File: src/rtl/gcd_pkg.sv
// Shared types and defaults for the GCD operand sequencer and its pair FIFO.
package gcd_pkg;

  localparam int GCD_WIDTH   = 16;
  localparam int GCD_TIMEOUT = 1024;

  typedef enum logic [2:0] {
    S_IDLE   = 3'd0,
    S_LOAD_A = 3'd1,
    S_LOAD_B = 3'd2,
    S_WAIT   = 3'd3,
    S_OUT    = 3'd4
  } state_t;

  typedef struct packed {
    logic [GCD_WIDTH-1:0] a;
    logic [GCD_WIDTH-1:0] b;
  } pair_t;

endpackage

File: src/rtl/gcd_operand_sequencer_if.sv
// Upstream pair port, core bus and result port of the GCD operand sequencer.
interface gcd_operand_sequencer_if #(parameter int WIDTH = 16);
  logic             in_valid;
  logic             in_ready;
  logic [WIDTH-1:0] in_a;
  logic [WIDTH-1:0] in_b;
  logic             gcd_start;
  logic [WIDTH-1:0] gcd_data;
  logic             gcd_done;
  logic [WIDTH-1:0] gcd_result;
  logic             out_valid;
  logic             out_ready;
  logic [WIDTH-1:0] out_gcd;
  logic             out_err;
  logic             busy;

  modport slave (
    input  in_valid, in_a, in_b, gcd_done, gcd_result, out_ready,
    output in_ready, gcd_start, gcd_data, out_valid, out_gcd, out_err, busy
  );

  modport master (
    output in_valid, in_a, in_b, gcd_done, gcd_result, out_ready,
    input  in_ready, gcd_start, gcd_data, out_valid, out_gcd, out_err, busy
  );
endinterface

File: src/rtl/gcd_pair_fifo.sv
// Count-based FIFO of {a,b} operand pairs with a registered ready flag.
module gcd_pair_fifo #(
  parameter int WIDTH = 16,
  parameter int DEPTH = 4
) (
  input  logic               clk,
  input  logic               rst,
  input  logic               push,
  input  logic [2*WIDTH-1:0] wdata,
  input  logic               pop,
  output logic [2*WIDTH-1:0] rdata,
  output logic               empty,
  output logic               ready
);
  localparam int AW = $clog2(DEPTH);
  localparam logic [AW:0]   CNT_ONE  = (AW+1)'(1);
  localparam logic [AW:0]   CNT_FULL = (AW+1)'(DEPTH);
  localparam logic [AW-1:0] PTR_ONE  = AW'(1);

  logic [DEPTH-1:0][2*WIDTH-1:0] mem;
  logic [AW-1:0] wr_ptr, rd_ptr;
  logic [AW:0]   count, count_nxt;
  logic          do_push, do_pop;

  assign do_push = push && ready;
  assign do_pop  = pop && !empty;
  assign empty   = (count == '0);
  assign rdata   = mem[rd_ptr];

  always_comb begin
    count_nxt = count;
    case ({do_push, do_pop})
      2'b10:   count_nxt = count + CNT_ONE;
      2'b01:   count_nxt = count - CNT_ONE;
      default: count_nxt = count;
    endcase
  end

  // ready looks one push ahead so a full FIFO never offers a slot
  always_ff @(posedge clk or posedge rst) begin
    if (rst) begin
      wr_ptr <= '0;
      rd_ptr <= '0;
      count  <= '0;
      ready  <= 1'b0;
    end else begin
      if (do_push) wr_ptr <= wr_ptr + PTR_ONE;
      if (do_pop)  rd_ptr <= rd_ptr + PTR_ONE;
      count <= count_nxt;
      ready <= (count_nxt != CNT_FULL);
    end
  end

  always_ff @(posedge clk) begin
    if (do_push) mem[wr_ptr] <= wdata;
  end
endmodule

File: src/rtl/gcd_operand_sequencer.sv
// Feeds queued operand pairs to the subtractive GCD core one at a time and
// returns each result; zero operands skip the core, a watchdog bounds each run.
module gcd_operand_sequencer
  import gcd_pkg::*;
#(
  parameter int WIDTH   = GCD_WIDTH,
  parameter int DEPTH   = 4,
  parameter int TIMEOUT = GCD_TIMEOUT
) (
  input logic                   clk,
  input logic                   rst,
  gcd_operand_sequencer_if.slave bus
);
  localparam int TW = $clog2(TIMEOUT);
  localparam logic [TW-1:0] T_LAST = TW'(TIMEOUT - 1);
  localparam logic [TW-1:0] T_ONE  = TW'(1);

  state_t state, state_nxt;

  logic [2*WIDTH-1:0] head;
  logic [WIDTH-1:0]   head_a, head_b;
  logic [WIDTH-1:0]   op_a, op_b, res_q;
  logic               err_q;
  logic [TW-1:0]      timer;
  logic               empty, fifo_ready, pop;
  logic               head_zero, done_ok, timeout;

  logic               start_c, valid_c, busy_c;
  logic [WIDTH-1:0]   data_c;

  gcd_pair_fifo #(.WIDTH(WIDTH), .DEPTH(DEPTH)) u_fifo (
    .clk   (clk),
    .rst   (rst),
    .push  (bus.in_valid),
    .wdata ({bus.in_a, bus.in_b}),
    .pop   (pop),
    .rdata (head),
    .empty (empty),
    .ready (fifo_ready)
  );

  assign {head_a, head_b} = head;
  assign head_zero = (head_a == '0) || (head_b == '0);
  // timer==0 marks the first WAIT cycle, where done is still the previous run's
  assign done_ok = bus.gcd_done && (timer != '0);
  assign timeout = (timer == T_LAST);

  always_ff @(posedge clk or posedge rst) begin
    if (rst) state <= S_IDLE;
    else     state <= state_nxt;
  end

  always_comb begin
    state_nxt = state;
    unique case (state)
      S_IDLE:   if (!empty) state_nxt = head_zero ? S_OUT : S_LOAD_A;
      S_LOAD_A: state_nxt = S_LOAD_B;
      S_LOAD_B: state_nxt = S_WAIT;
      S_WAIT:   if (done_ok || timeout) state_nxt = S_OUT;
      S_OUT:    if (bus.out_ready) state_nxt = S_IDLE;
      default:  state_nxt = S_IDLE;
    endcase
  end

  always_comb begin
    start_c = 1'b0;
    data_c  = '0;
    valid_c = 1'b0;
    pop     = 1'b0;
    case (state)
      S_IDLE:   pop = !empty;
      S_LOAD_A: begin start_c = 1'b1; data_c = op_a; end
      S_LOAD_B: data_c = op_b;
      S_WAIT:   data_c = op_b;
      S_OUT:    valid_c = 1'b1;
      default:  ;
    endcase
    busy_c = (state != S_IDLE) || !empty;
  end

  always_ff @(posedge clk or posedge rst) begin
    if (rst) begin
      op_a  <= '0;
      op_b  <= '0;
      res_q <= '0;
      err_q <= 1'b0;
      timer <= '0;
    end else begin
      case (state)
        S_IDLE: if (!empty) begin
          op_a <= head_a;
          op_b <= head_b;
          if (head_zero) begin
            res_q <= head_a | head_b;
            err_q <= 1'b0;
          end
        end
        S_LOAD_B: timer <= '0;
        S_WAIT: begin
          timer <= timer + T_ONE;
          if (done_ok) begin
            res_q <= bus.gcd_result;
            err_q <= 1'b0;
          end else if (timeout) begin
            res_q <= '0;
            err_q <= 1'b1;
          end
        end
        default: ;
      endcase
    end
  end

  assign bus.in_ready  = fifo_ready;
  assign bus.gcd_start = start_c;
  assign bus.gcd_data  = data_c;
  assign bus.out_valid = valid_c;
  assign bus.out_gcd   = res_q;
  assign bus.out_err   = err_q;
  assign bus.busy      = busy_c;
endmodule

File: src/flat_wrapper.sv
// flat-port wrapper written by rule: the top's interface ports become plain ports
module gcd_operand_sequencer_flat import gcd_pkg::*;
#(
  parameter int WIDTH   = GCD_WIDTH,
  parameter int DEPTH   = 4,
  parameter int TIMEOUT = GCD_TIMEOUT
)
  (clk, rst, bus_in_valid, bus_in_a, bus_in_b, bus_gcd_done, bus_gcd_result, bus_out_ready, bus_in_ready, bus_gcd_start, bus_gcd_data, bus_out_valid, bus_out_gcd, bus_out_err, bus_busy);
  gcd_operand_sequencer_if #(.WIDTH(WIDTH)) bus_i ();
  input logic clk;
  input logic rst;
  input wire logic [$bits(bus_i.in_valid)-1:0] bus_in_valid;
  input wire logic [$bits(bus_i.in_a)-1:0] bus_in_a;
  input wire logic [$bits(bus_i.in_b)-1:0] bus_in_b;
  input wire logic [$bits(bus_i.gcd_done)-1:0] bus_gcd_done;
  input wire logic [$bits(bus_i.gcd_result)-1:0] bus_gcd_result;
  input wire logic [$bits(bus_i.out_ready)-1:0] bus_out_ready;
  output wire logic [$bits(bus_i.in_ready)-1:0] bus_in_ready;
  output wire logic [$bits(bus_i.gcd_start)-1:0] bus_gcd_start;
  output wire logic [$bits(bus_i.gcd_data)-1:0] bus_gcd_data;
  output wire logic [$bits(bus_i.out_valid)-1:0] bus_out_valid;
  output wire logic [$bits(bus_i.out_gcd)-1:0] bus_out_gcd;
  output wire logic [$bits(bus_i.out_err)-1:0] bus_out_err;
  output wire logic [$bits(bus_i.busy)-1:0] bus_busy;
  assign bus_i.in_valid = bus_in_valid;
  assign bus_i.in_a = bus_in_a;
  assign bus_i.in_b = bus_in_b;
  assign bus_i.gcd_done = bus_gcd_done;
  assign bus_i.gcd_result = bus_gcd_result;
  assign bus_i.out_ready = bus_out_ready;
  assign bus_in_ready = bus_i.in_ready;
  assign bus_gcd_start = bus_i.gcd_start;
  assign bus_gcd_data = bus_i.gcd_data;
  assign bus_out_valid = bus_i.out_valid;
  assign bus_out_gcd = bus_i.out_gcd;
  assign bus_out_err = bus_i.out_err;
  assign bus_busy = bus_i.busy;
  gcd_operand_sequencer #(.WIDTH(WIDTH), .DEPTH(DEPTH), .TIMEOUT(TIMEOUT)) u_core (.clk(clk), .rst(rst), .bus(bus_i));
endmodule
File: config.mk
export PLATFORM = sky130hd
export DESIGN_NAME = gcd_operand_sequencer_flat
export DESIGN_NICKNAME = d
export VERILOG_FILES = /design/src/rtl/gcd_pkg.sv /design/src/rtl/gcd_operand_sequencer_if.sv /design/src/rtl/gcd_pair_fifo.sv /design/src/rtl/gcd_operand_sequencer.sv /design/src/flat_wrapper.sv
export SDC_FILE = /design/constraint.sdc
export NUM_CORES = 1
export LEC_CHECK = 0
export BUFFER_PORTS_ARGS = -buffer_cell sky130_fd_sc_hd__clkbuf_2
export CAP_MARGIN = 20
export CORE_ASPECT_RATIO = 0.6
export CORE_MARGIN = 5
export CORE_UTILIZATION = 40
export CTS_CLUSTER_DIAMETER = 60
export DETAILED_ROUTE_END_ITERATION = 6
export HOLD_SLACK_MARGIN = 0.15
export PLACE_DENSITY = 0.65
export SKIP_LAST_GASP = 1
export SYNTH_ARGS = -nofsm -noshare
export SYNTH_HDL_FRONTEND = slang
export SYNTH_SLANG_ARGS = --single-unit
export TNS_END_PERCENT = 20
File: constraint.sdc
create_clock -name clk -period 4.47 [get_ports clk]
set_clock_uncertainty 0.05 [all_clocks]
set_input_delay 0.447 -clock clk [delete_from_list [all_inputs] [get_ports clk]]
set_output_delay 0.447 -clock clk [all_outputs]
set_load 0.01 [all_outputs]
* After elaboration in Yosys (flattened, before gate mapping) *
Cells that the tools add are included.
W data, S select, Z words.

word-level totals
  output and inout port bits = 37
  register bits after elaboration = 198
  word-level logic and storage cells = 83
  input port bits = 53

cells by class
  reductions and logical operators = 20
  $lt $le $gt $ge = 3
  multiplexer cells = 26
  bitwise operators = 2
  equal/unequal tests = 13
  $add $sub $neg = 5

operator list
  kind                     number
  $bwmux W128              1
  $bmux W32 S2             1
  $demux W32 S2            1
  $mux W16                 4
  $mux W32                 2
  $pmux W16 S2             2
  $logic_not A16 Y1        2
  $pmux W10 S2             1
  $or A16 B16 Y16          1
  $pmux W3 S5              1
  $mux W3                  4
  $add A10 B1 Y10 const B  1
  $eq A10 B10 Y1 const B   1
  $reduce_bool A10 Y1      1
  $mux W1                  7
  $eq A3 B2 Y1 const B     2
  $logic_not A3 Y1         2
  $lt A2 B3 Y1 const B     2
  $pmux W3 S2              1
  $add A2 B1 Y2 const B    2
  $logic_and A1 B1 Y1      4
  $ne A2 B1 Y1 const B     2
  $ne A2 B2 Y1 const B     2
  $reduce_and A4 Y1        1
  18 further kinds         21

* Longest topological paths before layout *
  depth after elaboration = 7
  mapped depth = 11

* Cells and area by module *
Synthesis repeated with hierarchy kept, for this count alone.

second synthesis, totals
  cells, all modules = 484
  area, all modules = 8199.1 sq um

by module, submodules not included
  module                 times used  cells each  area an instance (sq um)
  gcd_pair_fifo          1           207         5068.6
  gcd_operand_sequencer  1           277         3130.5

* Worst setup path before layout *
Ideal clock, no wire load.

  path kind = flip-flop to flip-flop
  from = register u_core.state[0]
  to = register u_core.u_fifo.ready
  data required time = 4296 ps
  stages on the path, launching flop included = 12
  arrival = 2725 ps
  path slack = 1570 ps
  clock period less this slack = 2900 ps
  cell sequence = dfrtp_1 > clkbuf_1 > or3_1 > nor2_1 > clkbuf_1 > ha_1 > inv_1 > fa_1 > xor2_1 > nor2_1 > xor2_1 > nand2_1

between the ends
  word-level cells in the longest chain between the ends = 6

RTL lines
  element                                              line                         RTL
  from (decl)                                          gcd_operand_sequencer.sv:18  state_t state, state_nxt;
  from (signal assigned)                               gcd_operand_sequencer.sv:50  else state <= state_nxt;
  $logic_not A3 Y1 (*)                                 gcd_operand_sequencer.sv:70  case (state)
  $mux W1 (*)                                          gcd_operand_sequencer.sv:70
  named net u_core.pop                                 gcd_operand_sequencer.sv:25  logic empty, fifo_ready, pop;
  $logic_and A1 B1 Y1 (*)                              gcd_pair_fifo.sv:26          assign do_pop = pop && !empty;
  $eq A2 B1 Y1 / $eq A2 B2 Y1 (equally long branches)  gcd_pair_fifo.sv:32          case ({do_push, do_pop})
  $pmux W3 S2 (*)                                      gcd_pair_fifo.sv:32
  named net u_core.u_fifo.count_nxt[2]                 gcd_pair_fifo.sv:22          logic [AW:0] count, count_nxt;
  $ne A3 B3 Y1 (*)                                     gcd_pair_fifo.sv:50          ready <= (count_nxt != CNT_FULL);
  to (signal assigned)                                 gcd_pair_fifo.sv:50
  to (decl)                                            gcd_pair_fifo.sv:13          output logic ready

The timed path passes the listed nets; every way through them passes the cells marked *.
A chain may end at the register's enable or synchronous reset.

* Final worst setup path *
  from = register u_core.u_fifo.rd_ptr[0]
  to = register u_core.err_q, in the netlist u_core.bus.out_err

between the ends
  word-level cells in the longest chain between the ends = 6

RTL lines
  element                             line                          RTL
  from (decl)                         gcd_pair_fifo.sv:21           logic [AW-1:0] wr_ptr, rd_ptr;
  from (signal assigned)              gcd_pair_fifo.sv:48           if (do_pop) rd_ptr <= rd_ptr + PTR_ONE;
  $bmux W32 S2 (*)                    gcd_pair_fifo.sv:28           assign rdata = mem[rd_ptr];
  $mux W32 (not written as such) (*)  gcd_pair_fifo.sv:28
  $logic_not A16 Y1                   gcd_operand_sequencer.sv:43   assign head_zero = (head_a == '0) || (head_b == '0);
  $logic_or A1 B1 Y1 (*)              gcd_operand_sequencer.sv:43
  $ne A2 B1 Y1 (no line) (*)          n/a
  $reduce_and A4 Y1 (no line) (*)     n/a
  to (signal assigned)                gcd_operand_sequencer.sv:86   err_q <= 1'b0;
  to (signal assigned)                gcd_operand_sequencer.sv:95   err_q <= 1'b0;
  to (signal assigned)                gcd_operand_sequencer.sv:103  err_q <= 1'b0;
  to (decl)                           gcd_operand_sequencer.sv:23   logic err_q;

Every way passes the cells marked *; elsewhere a longest branch is shown, timed or not. The select of a mux whose other input is x is not followed.

==> flow_summary.json <==
{
  "fin_area_mm2": 0.00953,
  "core_area_mm2": 0.0200,
  "dieWidth_um": 194,
  "dp_slack_ns": 1.01,
  "status": "completed",
  "vias": 4689,
  "diodes": 0,
  "fin_tns_setup_ns": 0,
  "synth-async-reset-ratio_pct": 35.4,
  "place_area_mm2": 0.00890,
  "insertion_delay_ns": 0.44,
  "maxCapViolCount": 0,
  "grt_pass1_vias": 4758,
  "drive_gt1_share_pct": 36.4,
  "post_cts_resize_count": 0,
  "setup_viol": 0,
  "synthCells": 481,
  "avgViaCountPerCell": 5.41,
  "cp_max_fo": 18,
  "slew_violations": 0,
  "rsz0062_at_grt": "false",
  "grt_pass1_wl_mm": 29.2,
  "rr_startpoint": "u_core.u_fifo.rd_ptr[0]",
  "worstPathRequired_ns": 4.73,
  "synth-edff-count": 128,
  "clock-sinks": 198,
  "hold_violations": 0,
  "power.density_mw_per_mm2": 731,
  "synth_area_mm2": 0.00814,
  "ys.flop_type": "edfxtp_1",
  "grt_usage_pct": 16.6,
  "drtAntennaViolNets": 0,
  "post_drt_wl_per_cell_um": 21.7,
  "synth.net_count": 542,
  "worstPathArrival_ns": 3.72,
  "hold_class": "primary input to flip-flop",
  "post_cts_buffers": 0,
  "cts_tree": "done",
  "drt_first_iter_violations": 349,
  "multi_input_area_mm2": 0.00238,
  "crit_start": "u_core.u_fifo.rd_ptr[0]",
  "fillers": 1738,
  "drt_wl_total_mm": 18.8,
  "relSlewSlack_pct": 30.7,
  "start_util_pct": 40.6,
  "p_leak_uw": 0.00360,
  "vdd.ir_drop.worst_uv": 414,
  "clock_path_buffers": 2,
  "min_period_over_period_pct": 77.5,
  "ys_ff_latch": 198,
  "ios": 90,
  "grt_antenna_before_repair": 0,
  "worstMarginPinSlew_ns": 1.03,
  "drt_first_pass_iters": 4,
  "synth_warnings": 0,
  "grt_overflow": 0,
  "cts_hold_buf": 0,
  "fp.dieH_um": 120,
  "hpwlAfterDp_mm": 13.3,
  "cts_root_buf": "clkbuf_16",
  "area_delta_synth_final_pct": 17.1,
  "hp-start": "bus_in_b[5]",
  "crit_path_end_kind": "flip-flop",
  "setup_slack_ns": 1.01,
  "clkTransAtPathRegs_ns": 0.08,
  "max_clock_freq_mhz": 289,
  "start_kind": "flip-flop",
  "htreeDepth": 4,
  "synth.yosys.seq_area_share_pct": 68.8,
  "synth_cell_types": 40,
  "place_congestion": 0.843,
  "syn_avg_cell_area_um2": 16.9,
  "route.detailed.drc": 0,
  "cts_made_buffers": 17,
  "seq_area_mm2": 0.00560,
  "fin_crit_ns": 3.46,
  "nNetsFinal": 642,
  "grt_max_degree": 47,
  "numPortBuffers": 89,
  "rows": 40,
  "die_area_mm2": 0.0234,
  "path_class": "flip-flop to flip-flop"
}
[per-stage QoR]
step / power [uW] / utilization [%] / cells / hold slack, ns
after floorplan: 4620 / - / 481 / 0.409
after global placement: 5420 / 44.5 / 832 / 0.426
after detailed placement: 5500 / 44.5 / 832 / 0.446
after CTS: 7000 / 47.4 / 864 / 0.157
after global routing: 7350 / 47.6 / 867 / 0.153
final: 6960 / 47.6 / 867 / 0.177
[cells in the mapped netlist (all sizes together) (2+ instances only)]
cell type | instances | share of area (%)
or3 | 2 | 0.15
nand4 | 2 | 0.15
nand2b | 3 | 0.23
o22ai | 2 | 0.15
nor2 | 26 | 1.2
a21oi | 3 | 0.18
xnor2 | 6 | 0.65
mux2 | 50 | 7.3
nor3 | 39 | 2.4
mux4 | 32 | 9.1
clkbuf | 16 | 0.74
a22o | 17 | 1.8
dfrtp | 70 | 22
nand2 | 17 | 0.78
nor4 | 10 | 0.77
o21ai | 8 | 0.49
ha | 7 | 1.1
buf | 6 | 0.88
nand3 | 4 | 0.25
edfxtp | 128 | 47
and3 | 6 | 0.46
inv | 12 | 0.55
xor2 | 3 | 0.32
[critical path, stage by stage, from the launching register on]
cell     delay, ns
dfrtp_2       0.52
buf_4         0.30
mux4_1        0.65
nor4_1        0.39
nand4_1       0.29
a31oi_4       0.71
mux2_2        0.41
[cell usage in the layout, fill, tap and decap left out, types with 17 or more instances in the layout]
cell type / instances
nor2_1: 25
mux4_2: 26
edfxtp_1: 128
clkbuf_2: 89
clkbuf_16: 17
nor3_1: 38
a22o_1: 17
nand2_1: 17
mux2_2: 41
dfrtp_1: 69
[final cells by class]
cell class,instances,share of cell area (%)
Multi-Input combinational cell,249,25.0
Sequential cell,198,58.7
Clock inverter,14,1.63
Clock buffer,18,4.50
Inverter,12,0.473
Timing Repair Buffer,103,6.11
Tap cell,273,3.58
[where the power goes]
group          internal (uW)  total (uW)  switching, uW
Clock                    752        1500            749
Sequential              2500        2790            289
Combinational           1220        2670           1450
[kinds of logic after synthesis]
family,Yosys count,synth area share (%)
multiplexers,83,16.6
flip-flops,198,68.8
adder cells (fa/ha/maj),8,1.32
XOR/XNOR,9,0.969
buffers and inverters,34,2.17
AO/OA/AOI/OAI,34,3.25
AND/OR/NAND/NOR,115,6.92
[worst paths after layout]
kind,to,slack (ns),cells after the start
min in group asynchronous,u_core.op_a[13],0.38,3
min reg2reg,u_core.u_fifo.count[2],0.45,1
max in group asynchronous,u_core.timer[6],3.15,5
max reg2reg,u_core.bus.out_err,1.01,6
min,u_core.u_fifo.mem[69],0.18,1
max,u_core.bus.out_err,1.01,6
[layer usage]
metal / GRT usage (%) / up-vias / part of all wire (%)
met4: 2.90 / 0 / 0.57
li1: - / 2077 / -
met2: 23.6 / 166 / 44
met5: 0 / - / 0
met1: 25.4 / 2434 / 48
met3: 5.18 / 12 / 8.1
[registers in the layout (all words and copies together), names as in the netlist]
| signal | flops |
|---|---|
| u_core.timer | 10 |
| u_core.u_fifo.wr_ptr | 2 |
| u_core.u_fifo.mem | 128 |
| u_core.bus.out_gcd | 16 |
| u_core.u_fifo.rd_ptr | 2 |
| u_core.op_a | 16 |
| u_core.u_fifo.count | 3 |
| u_core.bus.out_err | 1 |
| u_core.state | 3 |
| u_core.op_b | 16 |
| u_core.u_fifo.ready | 1 |
No activity file was read; power rests on OpenSTA's default activity.
